### src/rtl/instr_word_encoder_pkg.sv
// mips_isa_pkg: opcode constants, request classes and word encoder shared with the control decoder.
package mips_isa_pkg;
  localparam logic [5:0] R_TYPE = 6'h00;
  localparam logic [5:0] LW     = 6'h23;
  localparam logic [5:0] SW     = 6'h2B;
  localparam logic [5:0] BEQ    = 6'h04;
  localparam logic [5:0] ADDI   = 6'h08;
  localparam logic [5:0] SLTI   = 6'h0A;
  localparam logic [2:0] CLS_R    = 3'd0;
  localparam logic [2:0] CLS_LW   = 3'd1;
  localparam logic [2:0] CLS_SW   = 3'd2;
  localparam logic [2:0] CLS_BEQ  = 3'd3;
  localparam logic [2:0] CLS_ADDI = 3'd4;
  localparam logic [2:0] CLS_SLTI = 3'd5;
  typedef enum logic [1:0] {IDLE, ACTIVE, DONE} state_e;
  typedef struct packed {
    logic [2:0]  cls;
    logic [4:0]  rs;
    logic [4:0]  rt;
    logic [4:0]  rd;
    logic [5:0]  funct;
    logic [15:0] imm;
  } req_t;
  function automatic logic is_legal(logic [2:0] cls);
    return cls <= CLS_SLTI;
  endfunction
  function automatic logic [31:0] encode(req_t r);
    logic [5:0] op;
    op = r.cls == CLS_LW   ? LW   :
         r.cls == CLS_SW   ? SW   :
         r.cls == CLS_BEQ  ? BEQ  :
         r.cls == CLS_ADDI ? ADDI : SLTI;
    return r.cls == CLS_R ? {R_TYPE, r.rs, r.rt, r.rd, 5'd0, r.funct} : {op, r.rs, r.rt, r.imm};
  endfunction
endpackage

### src/rtl/instr_word_encoder_if.sv
// instr_word_encoder_if: request bus, memory write port and status of the instruction word encoder.
interface instr_word_encoder_if #(parameter int ADDR_W = 32);
  logic              req_valid_i;
  logic              req_ready_o;
  logic [2:0]        req_class_i;
  logic [4:0]        req_rs_i;
  logic [4:0]        req_rt_i;
  logic [4:0]        req_rd_i;
  logic [5:0]        req_funct_i;
  logic [15:0]       req_imm_i;
  logic              mem_we_o;
  logic [ADDR_W-1:0] mem_addr_o;
  logic [31:0]       mem_data_o;
  logic              mem_ready_i;
  logic              err_o;
  logic              done_o;
  logic [ADDR_W-1:0] count_o;
  modport master (
    output req_valid_i, req_class_i, req_rs_i, req_rt_i, req_rd_i, req_funct_i, req_imm_i, mem_ready_i,
    input  req_ready_o, mem_we_o, mem_addr_o, mem_data_o, err_o, done_o, count_o
  );
  modport slave (
    input  req_valid_i, req_class_i, req_rs_i, req_rt_i, req_rd_i, req_funct_i, req_imm_i, mem_ready_i,
    output req_ready_o, mem_we_o, mem_addr_o, mem_data_o, err_o, done_o, count_o
  );
endinterface

### src/rtl/instr_word_encoder_sync_fifo.sv
// sync_fifo: single-clock FIFO with occupancy output; push when full and pop when empty are ignored.
module sync_fifo #(
  parameter int WIDTH = 32,
  parameter int DEPTH = 4
) (
  input  logic                     clk,
  input  logic                     rst,
  input  logic                     push,
  input  logic                     pop,
  input  logic [WIDTH-1:0]         din,
  output logic [WIDTH-1:0]         dout,
  output logic                     full,
  output logic                     empty,
  output logic [$clog2(DEPTH):0]   occ
);
  localparam int AW = $clog2(DEPTH);
  localparam int OW = AW + 1;
  logic [WIDTH-1:0] mem [DEPTH];
  logic [AW-1:0]    wp, rp;
  logic             do_push, do_pop;
  assign do_push = push && !full;
  assign do_pop  = pop && !empty;
  assign full    = occ == OW'(DEPTH);
  assign empty   = occ == '0;
  assign dout    = mem[rp];
  always_ff @(posedge clk)
    if (do_push) mem[wp] <= din;
  always_ff @(posedge clk) begin
    if (rst) begin
      wp  <= '0;
      rp  <= '0;
      occ <= '0;
    end else begin
      if (do_push) wp <= wp + 1'b1;
      if (do_pop) rp <= rp + 1'b1;
      occ <= occ + OW'(do_push) - OW'(do_pop);
    end
  end
endmodule

### src/rtl/instr_word_encoder.sv
// instr_word_encoder: encodes MIPS instruction requests into a FIFO and writes them to sequential memory words.
module instr_word_encoder
  import mips_isa_pkg::*;
#(
  parameter int                FIFO_DEPTH = 4,
  parameter int                ADDR_W     = 32,
  parameter logic [ADDR_W-1:0] BASE_ADDR  = '0,
  parameter int                MEM_WORDS  = 32
) (
  input logic                 clk_i,
  input logic                 rst_i,
  instr_word_encoder_if.slave bus
);
  localparam int                OW    = $clog2(FIFO_DEPTH) + 1;
  localparam logic [ADDR_W-1:0] LIMIT = ADDR_W'(MEM_WORDS);
  state_e            state, state_n;
  req_t              req;
  logic [31:0]       word;
  logic [OW-1:0]     occ;
  logic              full, empty, accept, push, pop, err_q;
  logic [ADDR_W-1:0] addr, count, reserved;
  assign req = '{cls: bus.req_class_i, rs: bus.req_rs_i, rt: bus.req_rt_i, rd: bus.req_rd_i,
                 funct: bus.req_funct_i, imm: bus.req_imm_i};
  assign word = encode(req);
  // Buffered words count against capacity so nothing is accepted that could not be written.
  assign reserved        = count + ADDR_W'(occ);
  assign bus.req_ready_o = !full && reserved < LIMIT && state != DONE;
  assign accept          = bus.req_valid_i && bus.req_ready_o;
  assign push            = accept && is_legal(req.cls);
  assign pop             = !empty && bus.mem_ready_i;
  assign bus.mem_we_o    = !empty;
  assign bus.mem_addr_o  = addr;
  assign bus.count_o     = count;
  assign bus.err_o       = err_q;
  assign bus.done_o      = state == DONE;
  sync_fifo #(.WIDTH(32), .DEPTH(FIFO_DEPTH)) u_fifo (
    .clk   (clk_i),
    .rst   (rst_i),
    .push  (push),
    .pop   (pop),
    .din   (word),
    .dout  (bus.mem_data_o),
    .full  (full),
    .empty (empty),
    .occ   (occ)
  );
  always_ff @(posedge clk_i) begin
    if (rst_i) begin
      state <= IDLE;
      addr  <= BASE_ADDR;
      count <= '0;
      err_q <= 1'b0;
    end else begin
      state <= state_n;
      err_q <= accept && !is_legal(req.cls);
      if (pop) begin
        addr  <= addr + ADDR_W'(4);
        count <= count + ADDR_W'(1);
      end
    end
  end
  always_comb begin
    state_n = state;
    state_n = state == IDLE && push                                 ? ACTIVE :
              state == ACTIVE && pop && count + ADDR_W'(1) == LIMIT ? DONE   :
              state == ACTIVE && pop && !push && occ == OW'(1)      ? IDLE   : state;
  end
endmodule

### src/flat_wrapper.sv
// flat-port wrapper written by rule: the top's interface ports become plain ports
module instr_word_encoder_flat import mips_isa_pkg::*;
#(
  parameter int                FIFO_DEPTH = 4,
  parameter int                ADDR_W     = 32,
  parameter logic [ADDR_W-1:0] BASE_ADDR  = '0,
  parameter int                MEM_WORDS  = 32
)
  (clk_i, rst_i, bus_req_valid_i, bus_req_class_i, bus_req_rs_i, bus_req_rt_i, bus_req_rd_i, bus_req_funct_i, bus_req_imm_i, bus_mem_ready_i, bus_req_ready_o, bus_mem_we_o, bus_mem_addr_o, bus_mem_data_o, bus_err_o, bus_done_o, bus_count_o);
  instr_word_encoder_if #(.ADDR_W(ADDR_W)) bus_i ();
  input logic clk_i;
  input logic rst_i;
  input wire logic [$bits(bus_i.req_valid_i)-1:0] bus_req_valid_i;
  input wire logic [$bits(bus_i.req_class_i)-1:0] bus_req_class_i;
  input wire logic [$bits(bus_i.req_rs_i)-1:0] bus_req_rs_i;
  input wire logic [$bits(bus_i.req_rt_i)-1:0] bus_req_rt_i;
  input wire logic [$bits(bus_i.req_rd_i)-1:0] bus_req_rd_i;
  input wire logic [$bits(bus_i.req_funct_i)-1:0] bus_req_funct_i;
  input wire logic [$bits(bus_i.req_imm_i)-1:0] bus_req_imm_i;
  input wire logic [$bits(bus_i.mem_ready_i)-1:0] bus_mem_ready_i;
  output wire logic [$bits(bus_i.req_ready_o)-1:0] bus_req_ready_o;
  output wire logic [$bits(bus_i.mem_we_o)-1:0] bus_mem_we_o;
  output wire logic [$bits(bus_i.mem_addr_o)-1:0] bus_mem_addr_o;
  output wire logic [$bits(bus_i.mem_data_o)-1:0] bus_mem_data_o;
  output wire logic [$bits(bus_i.err_o)-1:0] bus_err_o;
  output wire logic [$bits(bus_i.done_o)-1:0] bus_done_o;
  output wire logic [$bits(bus_i.count_o)-1:0] bus_count_o;
  assign bus_i.req_valid_i = bus_req_valid_i;
  assign bus_i.req_class_i = bus_req_class_i;
  assign bus_i.req_rs_i = bus_req_rs_i;
  assign bus_i.req_rt_i = bus_req_rt_i;
  assign bus_i.req_rd_i = bus_req_rd_i;
  assign bus_i.req_funct_i = bus_req_funct_i;
  assign bus_i.req_imm_i = bus_req_imm_i;
  assign bus_i.mem_ready_i = bus_mem_ready_i;
  assign bus_req_ready_o = bus_i.req_ready_o;
  assign bus_mem_we_o = bus_i.mem_we_o;
  assign bus_mem_addr_o = bus_i.mem_addr_o;
  assign bus_mem_data_o = bus_i.mem_data_o;
  assign bus_err_o = bus_i.err_o;
  assign bus_done_o = bus_i.done_o;
  assign bus_count_o = bus_i.count_o;
  instr_word_encoder #(.FIFO_DEPTH(FIFO_DEPTH), .ADDR_W(ADDR_W), .BASE_ADDR(BASE_ADDR), .MEM_WORDS(MEM_WORDS)) u_core (.clk_i(clk_i), .rst_i(rst_i), .bus(bus_i));
endmodule
### config.mk
export PLATFORM = sky130hd
export DESIGN_NAME = instr_word_encoder_flat
export DESIGN_NICKNAME = d
export VERILOG_FILES = /design/src/rtl/instr_word_encoder_pkg.sv /design/src/rtl/instr_word_encoder_if.sv /design/src/rtl/instr_word_encoder_sync_fifo.sv /design/src/rtl/instr_word_encoder.sv /design/src/flat_wrapper.sv
export SDC_FILE = /design/constraint.sdc
export NUM_CORES = 1
export LEC_CHECK = 0
export CORE_UTILIZATION = 30
export DETAILED_ROUTE_END_ITERATION = 6
export HOLD_SLACK_MARGIN = 0.05
export PLACE_DENSITY_LB_ADDON = 0.2
export SYNTH_ARGS = -nofsm -noshare
export SYNTH_HDL_FRONTEND = slang
export SYNTH_SLANG_ARGS = --single-unit
### constraint.sdc
create_clock -name clk_i -period 7.6 [get_ports clk_i]
set_clock_uncertainty 0.1 [all_clocks]
set_input_delay 0.76 -clock clk_i [delete_from_list [all_inputs] [get_ports clk_i]]
set_output_delay 0.76 -clock clk_i [all_outputs]
set_load 0.01 [all_outputs]
==> results of run 1 <==
==> worst paths after layout <==
kind / start / endpoint / cells past startpoint
max: u_core.bus.count_o[2] / bus_req_ready_o / 10
min: u_core.bus.mem_addr_o[3] / u_core.bus.mem_addr_o[3] / 2
max reg2reg: u_core.bus.count_o[2] / u_core.u_fifo.occ[2] / 16
min reg2reg: u_core.bus.mem_addr_o[3] / u_core.bus.mem_addr_o[3] / 2
==> power by group through the flow <==
stage | Sequential, mW | Combinational [mW] | Clock [mW]
finish | 1.22 | 0.579 | 0.968
global route | 1.23 | 0.634 | 1.05
CTS | 1.22 | 0.594 | 1.01
detailed placement | 1.25 | 0.592 | 0
global placement | 1.24 | 0.591 | 0
floorplan | 1.24 | 0.329 | 0
==> flip-flops by register name (all words and copies together), names as in the netlist, named ones only <==
name                   cells
u_core.u_fifo.mem        120
u_core.state               2
u_core.bus.err_o           1
u_core.bus.mem_addr_o     30
u_core.u_fifo.wp           2
u_core.u_fifo.occ          3
u_core.bus.count_o        32
u_core.u_fifo.rp           2
==> stage by stage <==
step	std cells	power, mW	utilization, %
after global routing	1309	2.91	38.7
after floorplan	790	1.57	-
after detailed placement	1277	1.84	36.6
after global placement	1277	1.83	36.6
after CTS	1309	2.83	38.7
final	1309	2.77	38.7
==> metal layers <==
layer	vias up	wire length, um	track usage [%]
met1	3140	10600	20.3
li1	3108	-	-
met5	-	0	0
met2	220	10500	23.2
met3	30	1490	3.48
met4	0	367	5.35
==> cells by family (layout without fill, tap and decap cells) <==
logic type	after synthesis	count (layout)
xor+xnor	82	82
compound gates	65	65
simple gates	320	320
fa+ha+maj	12	12
other cells	1	3
mux	44	44
buf+inv	70	199
flops	194	194
==> area by class of cell <==
| class | count | share of cell area, % |
|---|---|---|
| sequential | 194 | 44.0 |
| multi-input combinational | 526 | 33.0 |
| timing repair buffer | 150 | 12.7 |
| tap | 390 | 4.22 |
| clock buffer | 17 | 3.68 |
| clock inverter | 15 | 1.91 |
| inverter | 17 | 0.551 |
==> worst max-delay path, stage by stage, from the launching register on <==
cell and delay [ns]:
dfxtp_1 0.51, ha_1 0.29, o21ai_1 0.21, nor4_1 0.63, nand4_1 0.25, nand2_1 0.12, nand4_1 0.16, a2111o_1 0.49
or2_1 0.26, nor2_1 0.20, clkdlybuf4s50_1 0.58
==> cells in the final DEF, fill, tap and decap left out, types with 9 or more instances in the layout <==
master	n
nor3_1	17
mux4_2	30
edfxtp_1	120
clkdlybuf4s50_1	139
or3_1	9
nand4_1	27
nor2b_1	11
xnor2_1	36
inv_1	17
nand2_1	72
nor2_1	89
dfxtp_1	73
xor2_1	46
buf_4	10
mux2_2	12
nand3_1	31
clkbuf_16	17
nor4_1	15
ha_1	11
o21ai_0	13
a21oi_1	16
and3_1	16
==> impl_metrics.toml, run 1 <==
[logic_synthesis]
yosysUniqueCellTypes = 71
synthArstFlopShare_pct = 0
synth_common_cells = "edfxtp_1, nor2_1, dfxtp_1"
synth_mux_area_share_pct = 9.03
synth_compound_area_share_pct = 5.02
ys_ff_latch = 194
synthAdderAreaFrac_pct = 1.71
yosysMostFrequentCell = "edfxtp_1"
yosysSeqAreaShare_pct = 55.3
synth-simple-area-share_pct = 17.7
synth_edf_count = 120
synth_top_area_share_pct = 39.2
ys_top_cells_by_area = "edfxtp_1, dfxtp_1, mux4_2"
synthXorXnorAreaFrac_pct = 7.81
netlist_area_sq_mm = 0.00920
synth_cells = 788
synth.avg_cell_area_sq_um = 11.7
synth_ff_type = "edfxtp_1"
synth_top_family_by_area = "simple AND/OR/NAND/NOR gates"
synth_area_leader_cell = "edfxtp_1"
yosys_warnings = 0

[floorplanning]
die_h_um = 177
start_util_pct = 30.8
coreArea_sq_mm = 0.0299
dieArea_sq_mm = 0.0314
io_pins = 144
die_w_um = 177
rows = 63

[cts]
cts_tree = "yes"
postCtsSetupBuffers = 0
cts_sinks = 194
clk_pin_slew_ns = 0.09
numCtsBuffers = 17
cts_hold_buf = 0
insertion_delay_ns = 0.44
clockBufferDepth = 2
cts_resized = 0
clockRootBuffer = "clkbuf_16"
h-tree-depth = 4

[timing]
setup_ws_ns = 2.61
setup_tns_ns = 0
hold_viol_final = 0
fmax_mhz = 201
rsz0062_at_grt = "false"
slew_violations = 0
fin_crit_ns = 4.99
finalSetupViolCount = 0
relSlewSlack_pct = 30.0
worst_pin_slew_ns = 1.04
finalCritPeriodShare_pct = 65.6
holdWs_ns = 0.401

[detailed_routing]
vias = 6498
avgViaCountPerCell = 4.96
drtIter0Drc = 537
drt_pass1_iterations = 5
drt-total-wl_um = 22900
ant_nets = 0
remaining_drc_errors = 0
wl_per_cell_um = 17.5

[place]
port_buffers = 140
pre_cts_slack_ns = 3.07
place_congestion = 0.876
placed_area_sq_mm = 0.0109
hpwl_um = 15000

[job]
max-cap-violations = 0

[global_routing]
antenna_found_initial = 0
grt_pass1_vias = 6374
grt_start_max_net_pins = 73
grt_pass1_wl_um = 36000
grt_usage_pct = 15.0
overflow = 0

[power_and_ir_drop]
pwr-share-seq_pct = 44.1
switching_share_pct = 28.8
power_density_mw_per_mm2 = 239
clkPwrFrac_pct = 35.0
combinationalPowerShare_pct = 20.9
p_leak_nw = 3.78
p_int_mw = 1.97
peakVddDrop_v = 0.000127
switchingPower_uw = 798

[worst_setup_path]
cp-end-kind = "output pin"
cp.required_ns = 6.74
r2r_slack_ns = 2.98
crit_arrival_ns = 4.13
cp-start-kind = "register"
worst-path-max-fanout = 9
crit_type = "reg -> out"

[cells_and_area]
final_area_sq_mm = 0.0116
antenna_cells = 0
finalNetCount = 962
fillers = 2925
syn_to_final_growth_pct = 25.8
multi_input_area_sq_mm = 0.00382
regArea_sq_mm = 0.00509
drive_gt1_share_pct = 11.5

[hold_path]
hp-class = "reg -> reg"

[outcome]
outcome = "completed"
(Power assumes the default switching activity.)
==> run 2, diff against run 1 <==
clock period = 4.4 ns   (was 7.6 ns; I/O delays follow)
==> run 2 against run 1 <==
Compared with the run above:
- final cell count rose by 3.0%
- non-clock buffer count rose by 40
- combinational power rose by 78%
- critical endpoint is now u_core.u_fifo.occ[2]
- register-to-register slack got worse by 2.8 ns
- via count rose by 1.3%
- die area did not move
- total power rose by 70%
- sequential cell count did not move
- sequential power rose by 75%
- design area rose by 2.7%
==> impl_metrics.toml, run 2 (same netlist as run 1, synthesis figures left out) <==
[worst_setup_path]
cpMaxStageDelayCell = "or4_4"
cp-start-kind = "register"
worst-path-max-fanout = 7
crit_arrival_ns = 4.36
crit_type = "reg -> reg"
cp.required_ns = 4.58
crit_chain = "ha_4 -> o21ai_2 -> nor4_4 -> nand4_1 -> and3_1 -> or4_4 -> or3_4 -> nor2_1 -> inv_1 -> ha_1 -> inv_1 -> ha_1 -> fa_2 -> xnor2_2 -> xnor2_1 -> nor2_1"
critPathMaxStageDelay_ns = 0.55
cp_num_buf_inv = 2
path_delay_family = "simple AND/OR/NAND/NOR gates"
cp-end-kind = "register"

[cts]
insertion_delay_ns = 0.44
cts_sinks = 194
cts_tree = "yes"
clockRootBuffer = "clkbuf_16"
h-tree-depth = 4
clockBufferDepth = 2
numCtsBuffers = 17
cts_hold_buf = 0
clk_pin_slew_ns = 0.08
postCtsSetupBuffers = 0

[detailed_routing]
drt_pass1_iterations = 5
drtIter0Drc = 426
drt-total-wl_um = 23500
ant_nets = 0
avgViaCountPerCell = 4.88
vias = 6581
remaining_drc_errors = 0
wl_per_cell_um = 17.4

[floorplanning]
rows = 63
dieArea_sq_mm = 0.0314
coreArea_sq_mm = 0.0299
io_pins = 144
die_w_um = 177
die_h_um = 177
start_util_pct = 30.8

[timing]
fin_crit_ns = 4.18
worst_pin_slew_ns = 0.910
fmax_mhz = 240
setup_ws_ns = 0.225
finalCritPeriodShare_pct = 94.9
holdWs_ns = 0.403
hold_viol_final = 0
relSlewSlack_pct = 39.3
slew_violations = 0
finalSetupViolCount = 0
setup_tns_ns = 0
rsz0062_at_grt = "false"

[power_and_ir_drop]
switchingPower_mw = 1.31
p_leak_nw = 3.97
p_int_mw = 3.39
combinationalPowerShare_pct = 22.0
power_density_mw_per_mm2 = 395
peakVddDrop_v = 0.000211
switching_share_pct = 27.9
clkPwrFrac_pct = 32.7
pwr-share-seq_pct = 45.3

[place]
hpwl_um = 16200
pre_cts_slack_ns = 0.131
port_buffers = 140
place_congestion = 0.913
placed_area_sq_mm = 0.0113

[global_routing]
overflow = 0
grt_pass1_vias = 6484
grt_pass1_wl_um = 36800
antenna_found_initial = 0
grt_start_max_net_pins = 47
grt_usage_pct = 15.3

[cells_and_area]
largest_register_ffs = 120
final_area_sq_mm = 0.0119
regMostFlops = "u_core.u_fifo.mem"
final_core_util_pct = 39.8
drive_gt1_share_pct = 15.8
fillers = 2929
finalNetCount = 1002
antenna_cells = 0
syn_to_final_growth_pct = 29.2
multi_input_area_sq_mm = 0.00385
layout_common_cells = "clkdlybuf4s50_1, edfxtp_1, nor2_1"
mostFrequentLayoutCell = "clkdlybuf4s50_1"
regArea_sq_mm = 0.00509

[outcome]
outcome = "completed"

[hold_path]
hp-class = "reg -> reg"

[job]
max-cap-violations = 0
run 2: cell types whose count changed in the layout (fill, tap and decap cells not counted), sizes merged:
cell | previous run | this run
clkinv | 3 | 6
clkdlybuf4s50 | 139 | 138
clkinvlp | 0 | 1
inv | 29 | 24
dlygate4sd2 | 0 | 1
buf | 11 | 51
run 2: final cells by class:
type / count / share of cell area [%]
Inverter: 17 / 0.537
Clock inverter: 14 / 1.34
Timing Repair Buffer: 190 / 15.2
Clock buffer: 17 / 3.58
Tap cell: 390 / 4.11
Sequential cell: 194 / 42.8
Multi-Input combinational cell: 526 / 32.4
run 2: routing by layer:
metal | track usage, % | part of all wire (%)
met4 | 4.42 | 1.2
met3 | 2.99 | 5.6
met1 | 21.1 | 47
met5 | 0 | 0
met2 | 24.4 | 46
run 2: metrics by stage:
stage          power [mW]  instances
2_1_floorplan        2.71        790
3_3_place_gp         3.21       1317
3_5_place_dp         3.21       1317
4_1_cts              4.77       1348
5_1_grt              4.91       1348
6_report             4.70       1348
run 2: power by group through the flow:
stage | clock (mW) | sequential [mW] | combinational [mW]
after floorplan | 0 | 2.14 | 0.569
after global placement | 0 | 2.17 | 1.04
after detailed placement | 0 | 2.17 | 1.04
after CTS | 1.59 | 2.13 | 1.04
after global routing | 1.65 | 2.15 | 1.12
final | 1.54 | 2.13 | 1.03
run 2: path summary, 6_finish.rpt:
check	end	start	slack [ns]	depth (start not counted)
setup / recovery	u_core.u_fifo.occ[2]	u_core.u_fifo.occ[2]	0.22	16
hold / removal	u_core.bus.mem_addr_o[3]	u_core.bus.mem_addr_o[3]	0.40	2
setup reg to reg	u_core.u_fifo.occ[2]	u_core.u_fifo.occ[2]	0.22	16
hold reg to reg	u_core.bus.mem_addr_o[3]	u_core.bus.mem_addr_o[3]	0.40	2
run 2: worst reg2reg max path, delay by kind of cell, from the launching register on:
family / cells / cell delay (ns)
buffers and inverters: 2 / 0.09
adder cells (fa/ha/maj): 4 / 1.12
AO/OA/AOI/OAI: 1 / 0.07
AND/OR/NAND/NOR: 7 / 1.98
XOR/XNOR: 2 / 0.30
flip-flops: 1 / 0.38
run 2: what timing repair did:
action / in CTS / in global routing
cloned: 0 / 0
pin swaps: 0 / 3
resized for setup: 4 / 7
endpoints found under the setup margin: 1 / 2
